--- src/rtl/seg_pkg.sv ---
`default_nettype none
// ============================================================================
// Module      : seg_pkg
// Description : Shared constants and types for the 7-segment scan driver and
//               the lock-status display: digit count, scan states, hex to
//               segment lookup table and the blank pattern.
// Revision    : 1.0 - initial release
// ============================================================================
package seg_pkg;

  localparam int NUM_DIGITS = 6;

  // Scan sequencer states
  typedef enum logic [1:0] {
    IDLE = 2'd0,
    GAP  = 2'd1,
    SHOW = 2'd2
  } seg_state_e;

  // Blank pattern, active-high segments {g,f,e,d,c,b,a}
  localparam logic [6:0] SEG_OFF = 7'h00;

  // Hex code to segments {g,f,e,d,c,b,a}; entry n is SEG7_LUT[n]
  localparam logic [15:0][6:0] SEG7_LUT = {
    7'h71, 7'h79, 7'h5E, 7'h39, 7'h7C, 7'h77, 7'h6F, 7'h7F,
    7'h07, 7'h7D, 7'h6D, 7'h66, 7'h4F, 7'h5B, 7'h06, 7'h3F
  };

  // Apply panel polarity: common-anode panels want inverted segments
  function automatic logic [6:0] seg_polarity(input logic [6:0] s, input logic inv);
    return inv ? ~s : s;
  endfunction

endpackage
`default_nettype wire

--- src/rtl/hex_to_seg7.sv ---
`default_nettype none
// ============================================================================
// Module      : hex_to_seg7
// Description : Combinational 4-bit hex code to 7-segment decoder, active-high
//               segment lines {g,f,e,d,c,b,a}.
// Revision    : 1.0 - initial release
// ============================================================================
module hex_to_seg7
  import seg_pkg::*;
(
  input  logic [3:0] code,
  output logic [6:0] seg
);

  // Table lookup of the segment pattern for the code
  always_comb begin
    seg = SEG7_LUT[code];
  end

endmodule
`default_nettype wire

--- src/rtl/seg_scan_6.sv ---
`default_nettype none
// ============================================================================
// Module      : seg_scan_6
// Description : Six-digit multiplexed 7-segment display driver. A prescaler
//               produces the per-digit scan tick; a sequencer walks the six
//               slots, inserting GAP_CYC dark cycles between digits. All
//               panel outputs are registered.
// Revision    : 1.0 - initial release
// ============================================================================
module seg_scan_6
  import seg_pkg::*;
#(
  parameter int DIV     = 8,
  parameter int GAP_CYC = 2,
  parameter bit SEG_INV = 1'b0
) (
  input  logic        clk,
  input  logic        rst,
  input  logic        en,
  input  logic [23:0] digits,
  input  logic [5:0]  dp,
  input  logic [5:0]  blank,
  output logic [6:0]  seg,
  output logic        seg_dp,
  output logic [5:0]  com,
  output logic [2:0]  digit_idx
);

  localparam int PW = $clog2(DIV);
  localparam int GW = $clog2(GAP_CYC + 1);

  localparam logic [PW-1:0] C_DIV_LAST = PW'(DIV - 1);
  localparam logic [GW-1:0] C_GAP_LAST = GW'(GAP_CYC - 1);
  localparam logic [2:0]    C_IDX_LAST = 3'(NUM_DIGITS - 1);
  localparam logic [6:0]    C_SEG_DARK = SEG_INV ? 7'h7F : SEG_OFF;
  localparam logic          C_DP_DARK  = SEG_INV;

  seg_state_e    state_q, state_d;
  logic [PW-1:0] presc_q, presc_d;
  logic [GW-1:0] gap_q,   gap_d;
  logic [2:0]    next_q,  next_d;
  logic [2:0]    idx_q,   idx_d;
  logic [5:0]    com_q,   com_d;
  logic [6:0]    seg_q,   seg_d;
  logic          dp_q,    dp_d;

  logic          tick;
  logic [3:0]    sel_code;
  logic          sel_dp;
  logic          sel_blank;
  logic [6:0]    sel_seg;

  assign tick = en & (presc_q == C_DIV_LAST);

  // Pick the code, dp and blank bits of the slot currently being scanned
  always_comb begin
    sel_code  = 4'h0;
    sel_dp    = 1'b0;
    sel_blank = 1'b1;
    for (int i = 0; i < NUM_DIGITS; i++) begin
      if (idx_q == 3'(i)) begin
        sel_code  = digits[4*i +: 4];
        sel_dp    = dp[i];
        sel_blank = blank[i];
      end
    end
  end

  hex_to_seg7 u_dec (
    .code (sel_code),
    .seg  (sel_seg)
  );

  // Prescaler, sequencer and output-register next values
  always_comb begin
    state_d = state_q;
    presc_d = presc_q;
    gap_d   = gap_q;
    next_d  = next_q;
    idx_d   = idx_q;
    com_d   = com_q;
    seg_d   = seg_q;
    dp_d    = dp_q;

    if (!en) begin
      // Disabled: park dark, restart from slot 0 when re-enabled
      state_d = IDLE;
      presc_d = '0;
      gap_d   = '0;
      next_d  = 3'd0;
      com_d   = 6'b0;
      seg_d   = C_SEG_DARK;
      dp_d    = C_DP_DARK;
    end else begin
      presc_d = tick ? '0 : presc_q + 1'b1;
      case (state_q)
        IDLE, SHOW: begin
          if (tick) begin
            state_d = GAP;
            gap_d   = '0;
            idx_d   = next_q;
            next_d  = (next_q == C_IDX_LAST) ? 3'd0 : next_q + 3'd1;
            com_d   = 6'b0;
            seg_d   = C_SEG_DARK;
            dp_d    = C_DP_DARK;
          end
        end
        GAP: begin
          if (gap_q == C_GAP_LAST) begin
            // Inputs are sampled only here, so mid-SHOW changes wait a visit
            state_d = SHOW;
            gap_d   = '0;
            if (!sel_blank) begin
              com_d = 6'b000001 << idx_q;
              seg_d = seg_polarity(sel_seg, SEG_INV);
              dp_d  = sel_dp ^ SEG_INV;
            end
          end else begin
            gap_d = gap_q + 1'b1;
          end
        end
        default: begin
          state_d = IDLE;
          com_d   = 6'b0;
          seg_d   = C_SEG_DARK;
          dp_d    = C_DP_DARK;
        end
      endcase
    end
  end

  // State and output registers, asynchronously reset dark
  always_ff @(posedge clk or negedge rst) begin
    if (!rst) begin
      state_q <= IDLE;
      presc_q <= '0;
      gap_q   <= '0;
      next_q  <= 3'd0;
      idx_q   <= 3'd0;
      com_q   <= 6'b0;
      seg_q   <= C_SEG_DARK;
      dp_q    <= C_DP_DARK;
    end else begin
      state_q <= state_d;
      presc_q <= presc_d;
      gap_q   <= gap_d;
      next_q  <= next_d;
      idx_q   <= idx_d;
      com_q   <= com_d;
      seg_q   <= seg_d;
      dp_q    <= dp_d;
    end
  end

  assign seg       = seg_q;
  assign seg_dp    = dp_q;
  assign com       = com_q;
  assign digit_idx = idx_q;

endmodule
`default_nettype wire

--- config.mk ---
export PLATFORM = sky130hd
export DESIGN_NAME = seg_scan_6
export DESIGN_NICKNAME = d
export VERILOG_FILES = /design/src/rtl/seg_pkg.sv /design/src/rtl/hex_to_seg7.sv /design/src/rtl/seg_scan_6.sv
export SDC_FILE = /design/constraint.sdc
export NUM_CORES = 1
export LEC_CHECK = 0
export ABC_AREA = 0
export BUFFER_PORTS_ARGS = -buffer_cell sky130_fd_sc_hd__buf_2
export CAP_MARGIN = 20
export CORE_ASPECT_RATIO = 1.4
export CORE_MARGIN = 3
export CORE_UTILIZATION = 35
export CTS_CLUSTER_SIZE = 8
export DETAILED_ROUTE_END_ITERATION = 8
export SLEW_MARGIN = 10
export SYNTH_ARGS = -nofsm -noshare
export SYNTH_HDL_FRONTEND = slang
export SYNTH_SLANG_ARGS = --single-unit
export TNS_END_PERCENT = 30
--- constraint.sdc ---
create_clock -name clk -period 3.1 [get_ports clk]
set_input_delay 0.31 -clock clk [delete_from_list [all_inputs] [get_ports clk]]
set_output_delay 0.31 -clock clk [all_outputs]
set_load 0.02 [all_outputs]
== Word level (Yosys, flattened, before mapping) ==
Memories as Yosys holds them, arrays and structs flattened.
Cells that the tools add are included.
W data, S select, Z words.

* $add $sub $neg: 3
* $lt $le $gt $ge: 1
* Equal/unequal tests: 16
* Shift operators: 1
* Multiplexer cells: 48
* Bitwise logic cells: 1
* Reduce and logical (&&, ||, !) cells: 8

{| class="wikitable"
|+ Operators by type and width
! kind !! count
|-
| $mux W7 || 5
|-
| $mux W4 || 6
|-
| $mux W6 || 4
|-
| $mux W3 || 6
|-
| $mux W1 || 16
|-
| $pmux W7 S2 || 1
|-
| $eq A3 B3 Y1 const B || 4
|-
| $mux W2 || 6
|-
| $pmux W6 S2 || 1
|-
| $ne A3 B3 Y1 const B || 3
|-
| $pmux W2 S2 || 2
|-
| $add A3 B1 Y3 const B || 2
|-
| $eq A3 B2 Y1 const B || 2
|-
| $reduce_and A2 Y1 || 3
|-
| $reduce_and A3 Y1 || 2
|-
| $shl A1 B3 Y6 const A || 1
|-
| $lt A4 B5 Y1 const B || 1
|-
| $eq A2 B1 Y1 const B || 2
|-
| $ne A2 B1 Y1 const B || 2
|-
| $eq A3 B1 Y1 const B || 1
|-
| $logic_not A3 Y1 || 1
|-
| $ne A3 B1 Y1 const B || 1
|-
| $add A2 B1 Y2 const B || 1
|-
| $eq A2 B2 Y1 const B || 1
|-
| 4 further kinds || 4
|}

* Bits in registers: 27
* Bits in read-only memories: 112
* Bits of input ports: 39
* Memories kept: 1

{| class="wikitable"
|+ Memories
! memory !! depth !! width !! read ports !! clocked after memory_dff !! write ports !! line !! RTL
|-
| (name not given) || 16 || 7 || 1 || 0 || 0 || hex_to_seg7.sv:17 || <nowiki>seg = SEG7_LUT[code];</nowiki>
|}

== Longest topological paths before layout ==
* Word-level depth: 13
* Depth in mapped cells: 10
* Depth with buffers taken out: 8

== Modules after synthesis ==
Synthesis repeated with hierarchy kept, for this count alone.

* Cells, all modules: 166
* Area, all modules: 1762.9 µm²

{| class="wikitable"
|+ By module, submodules not included
! module !! instances !! cells each !! area an instance (µm²) !! sequential area each (µm²)
|-
| seg_scan_6 || 1 || 133 || 1472.7 || 675.6
|-
| hex_to_seg7 || 1 || 33 || 290.3 || 0.0
|}

== Worst setup path before layout ==
OpenSTA, ideal clock, no wires.

* Kind: reg-to-reg
* Start: register idx_q[2] (netlist: digit_idx[2])
* End: register seg_q[1] (netlist: seg[1])
* Library setup time: 0.122 ns
* Arrival: 2.347 ns
* Setup slack: 0.631 ns
* Cell stages (with the launch flop): 8
* Path buffers: 1
* Path through: dfrtp_1 -> buf_4 -> nor2b_1 -> a21o_1 -> o21ai_0 -> ha_1 -> or3_1 -> a32o_1

* Word-level cells in the longest chain between the ends: 13

{| class="wikitable"
|+ RTL lines
! element !! line !! RTL
|-
| start: declaration || seg_scan_6.sv:42 || <nowiki>logic [2:0] idx_q, idx_d;</nowiki>
|-
| start signal: assignment || seg_scan_6.sv:148 || <nowiki>idx_q <= idx_d;</nowiki>
|-
| $logic_not A3 Y1 || seg_scan_6.sv:61 || <nowiki>if (idx_q == 3'(i)) begin</nowiki>
|-
| $mux W4 (6 in a row) || seg_scan_6.sv:61 ||
|-
| $mem_v2 Z16 W7 || n/a ||
|-
| $mux W7 (not written as such) || hex_to_seg7.sv:17 ||
|-
| $mux W7 || seg_scan_6.sv:113 || <nowiki>if (!sel_blank) begin</nowiki>
|-
| $mux W7 || seg_scan_6.sv:109 || <nowiki>if (gap_q == C_GAP_LAST) begin</nowiki>
|-
| $pmux W7 S2 || seg_scan_6.sv:96 || <nowiki>case (state_q)</nowiki>
|-
| $mux W7 || seg_scan_6.sv:85 || <nowiki>if (!en) begin</nowiki>
|-
| end signal: assignment || seg_scan_6.sv:150 || <nowiki>seg_q <= seg_d;</nowiki>
|-
| end: declaration || seg_scan_6.sv:44 || <nowiki>logic [6:0] seg_q, seg_d;</nowiki>
|}

Parallel ways exist; a longest one is shown, timed or not. The select of a mux whose other input is x is not followed.
A chain may end at the register's enable or synchronous reset.

== Final worst setup path ==
Same ends and word-level chain as after synthesis.

==> qor.txt <==
post-synthesis sequential area ratio: 39.71%
crit path launch type: flop
H-tree depth: 1
Seq. cell area: 675.6 um2
IO Count: 56
Final Power: 0.6687 mW
CTS tree: yes
die footprint: 0.005746 mm2
initial DRC count: 77
critical path's slowest cell: o21ai_0
area of the mapped netlist: 0.001702 mm2
Syn. warnings: 0
drt first pass iters: 4
CP max stage delay: 0.61 ns
RSZ-0062 raised after global routing: false
stages on the worst setup path: 6
worst setup path startpoint: digit_idx[2]
worst-case vdd ir drop: 0.0001634 V
P per Cell Area: 325.5 mW/mm2
final hold vios: 0
WHS: 0.02932 ns
Slew Viols, Final: 0
I/O Buffers: 55
DRC: 0
post-CTS sizing: 0
register-to-register setup slack: 0.47 ns
total track usage: 15.70%
number of synthesized flops with an enable pin: 0
Die Wd: 64.93 um
CTS Sinks: 27
Crit path required time: 3.27 ns
top sig layer: met4
fillers: 472
CTS buffer count: 3
end point of the critical path: seg[1]
Worst Reg2Reg Path Length in Cells: 6
syn avg cell area: 9.893 um2
most frequent cell after synthesis: dfrtp_1
placed inst area: 0.002006 mm2
Synth Net Count: 219
cells after synthesis: 172
crit end category: flop
Slew Limit Headroom: 47.74%
Setup-failing EPs final: 0
share of layout cells above drive strength 1: 32.59%
vias post-DR: 1,430
Buf+Inv Stages, Crit Path: 0
Reg-to-Reg End: seg[1]
Tmin final: 2.635 ns
Initial Utilization: 36.93%
Yosys reg bits: 27
Area Overhead vs Synth: 20.74%
Synth area leader: dfrtp_1
metal3 WL: 186 um
wire length per cell: 14.74 um
Fmax: 379.5 MHz
Top FF cell, synth: dfrtp_1
vias in the first global route: 1,466
total gr overflow: 0
outcome: complete, no violations
Max Clock Skew: 0.008452 ns
cts hold-fix bufs: 0
met2 routed WL: 2190 um
row cnt: 29
final instance count without filler cells: 286
Worst-Skew Late Latency: 0.28 ns
M1 wire length: 1794 um
Post-layout nets: 272
Area contributors post-synth: dfrtp_1 40%, mux2i_1 6.5%, ha_1 5.9%
Async SR Flop Fraction: 100.0%
vias per cell: 5.000
first-pass GRT wire length: 6969 um
top cells by count, synth: 27 x dfrtp_1, 16 x nand2_1, 11 x mux2i_1
gpl congestion: 0.8415
final worst-path cycle share: 85.00%
Clock Tree Root: clkbuf_8
n_diodes: 0
CP Cell Sequence: nor2b_1 -> a21o_1 -> o21ai_0 -> ha_1 -> or3_1 -> a32o_1
CP arrival: 2.81 ns
number of distinct library cells after synthesis: 41
CP delay by family, top: compound AO/OA/AOI/OAI gates
die extent in y: 88.50 um
Reg clk slew, reported paths: 0.10 ns
Routed WL: 4217 um
area of the multi-input gates: 928.4 um2
HP Class: in -> async
setup_tns: 0 ns
reg2reg start: digit_idx[2]
CP max FO: 11
post-route cell area: 0.002054 mm2
DPL Wire Length: 3307 um
max-cap viol count: 0
initial antenna violation count: 0
CP Class: reg -> reg
Core Area: 0.004608 mm2
placed cells: 282
largest net degree at the start of global routing: 28
Leak: 1.003 nW
pin slew with the least headroom to its limit: 0.7758 ns
number of buffers on the longest clock path: 2
share of the synthesized area in the top cell type: 39.71%
DRT antenna net count: 0
post-CTS setup buffers: 0
==> layout make-up <==
cell class,instances,area share [%]
multi-input combinational,127,45.19
sequential,27,32.89
timing repair buffer,57,14.13
tap,62,3.776
clock buffer,3,2.010
inverter,9,1.644
clock inverter,1,0.3654
==> cell families (layout without fill, tap and decap cells) <==
logic type | count (synthesis) | count (layout) | synth area share, %
AO/OA/AOI/OAI | 42 | 42 | 18.46
XOR/XNOR | 3 | 3 | 1.544
buffers and inverters | 18 | 70 | 5.734
multiplexers | 18 | 18 | 11.76
AND/OR/NAND/NOR | 56 | 56 | 16.91
adder cells (fa/ha/maj) | 8 | 8 | 5.883
flip-flops | 27 | 27 | 39.71
==> sequential cells by signal, summed over array words and instances, names as in the netlist <==
signal and flops:
com 6, digit_idx 3, gap_q 2, next_q 3, presc_q 3, seg 7, seg_dp 1, state_q 2
==> metal layers <==
layer,vias to the layer above,track usage [%]
met1,674,18.92
met4,0,4.615
li1,719,-
met2,33,28.49
met5,-,0
met3,4,2.668
==> report_power, final <==
part	total (mW)	internal [mW]	switching, mW
sequential	0.359	0.356	0.00276
clock	0.210	0.0913	0.119
combinational	0.100	0.0442	0.0558
==> worst reg2reg max path, delay by kind of cell, from the launching register on <==
family | cells | cell delay (ns)
DFF | 1 | 0.52
AOI/OAI and AO/OA | 3 | 1.05
adders and majority gates | 1 | 0.37
and+or+nand+nor | 2 | 0.59
==> how the worst min path moves through the flow <==
stage               start  depth (start not counted)  slack (ns)         end
finish                rst                          1        0.03  presc_q[0]
global route          rst                          1        0.06  presc_q[1]
CTS                   rst                          1        0.05  presc_q[1]
detailed placement    rst                          1        0.36  presc_q[1]
global placement      rst                          1        0.36  presc_q[1]
floorplan             rst                          0        0.01      com[0]
==> through the flow <==
stage / worst slack, ns / util (%)
5_1_grt: 0.2905 / 44.58
3_3_place_gp: 0.5289 / 43.52
6_report: 0.4651 / 44.58
2_1_floorplan: 0.6311 / -
3_5_place_dp: 0.4926 / 43.52
4_1_cts: 0.4689 / 44.58
==> cell usage in the layout (no fill, tap or decap), drive strengths merged <==
cell type  count
buf           57
dfrtp         27
nand2         16
mux2i         11
nor2          10
nor2b         10
a21oi         10
inv            9
ha             8
nand2b         7
mux2           6
nor3           6
o2bb2ai        5
a21o           4
o21ai          4
o221ai         3
a22o           3
a32o           3
clkbuf         3
and2           3
a31oi          2
o22ai          2
a32oi          2
xnor2          2
xor2           1
or2            1
nand3          1
or3            1
o211ai         1
a221oi         1
a211oi         1
nor3b          1
mux4           1
a22oi          1
clkinvlp       1
(Power assumes the default switching activity.)
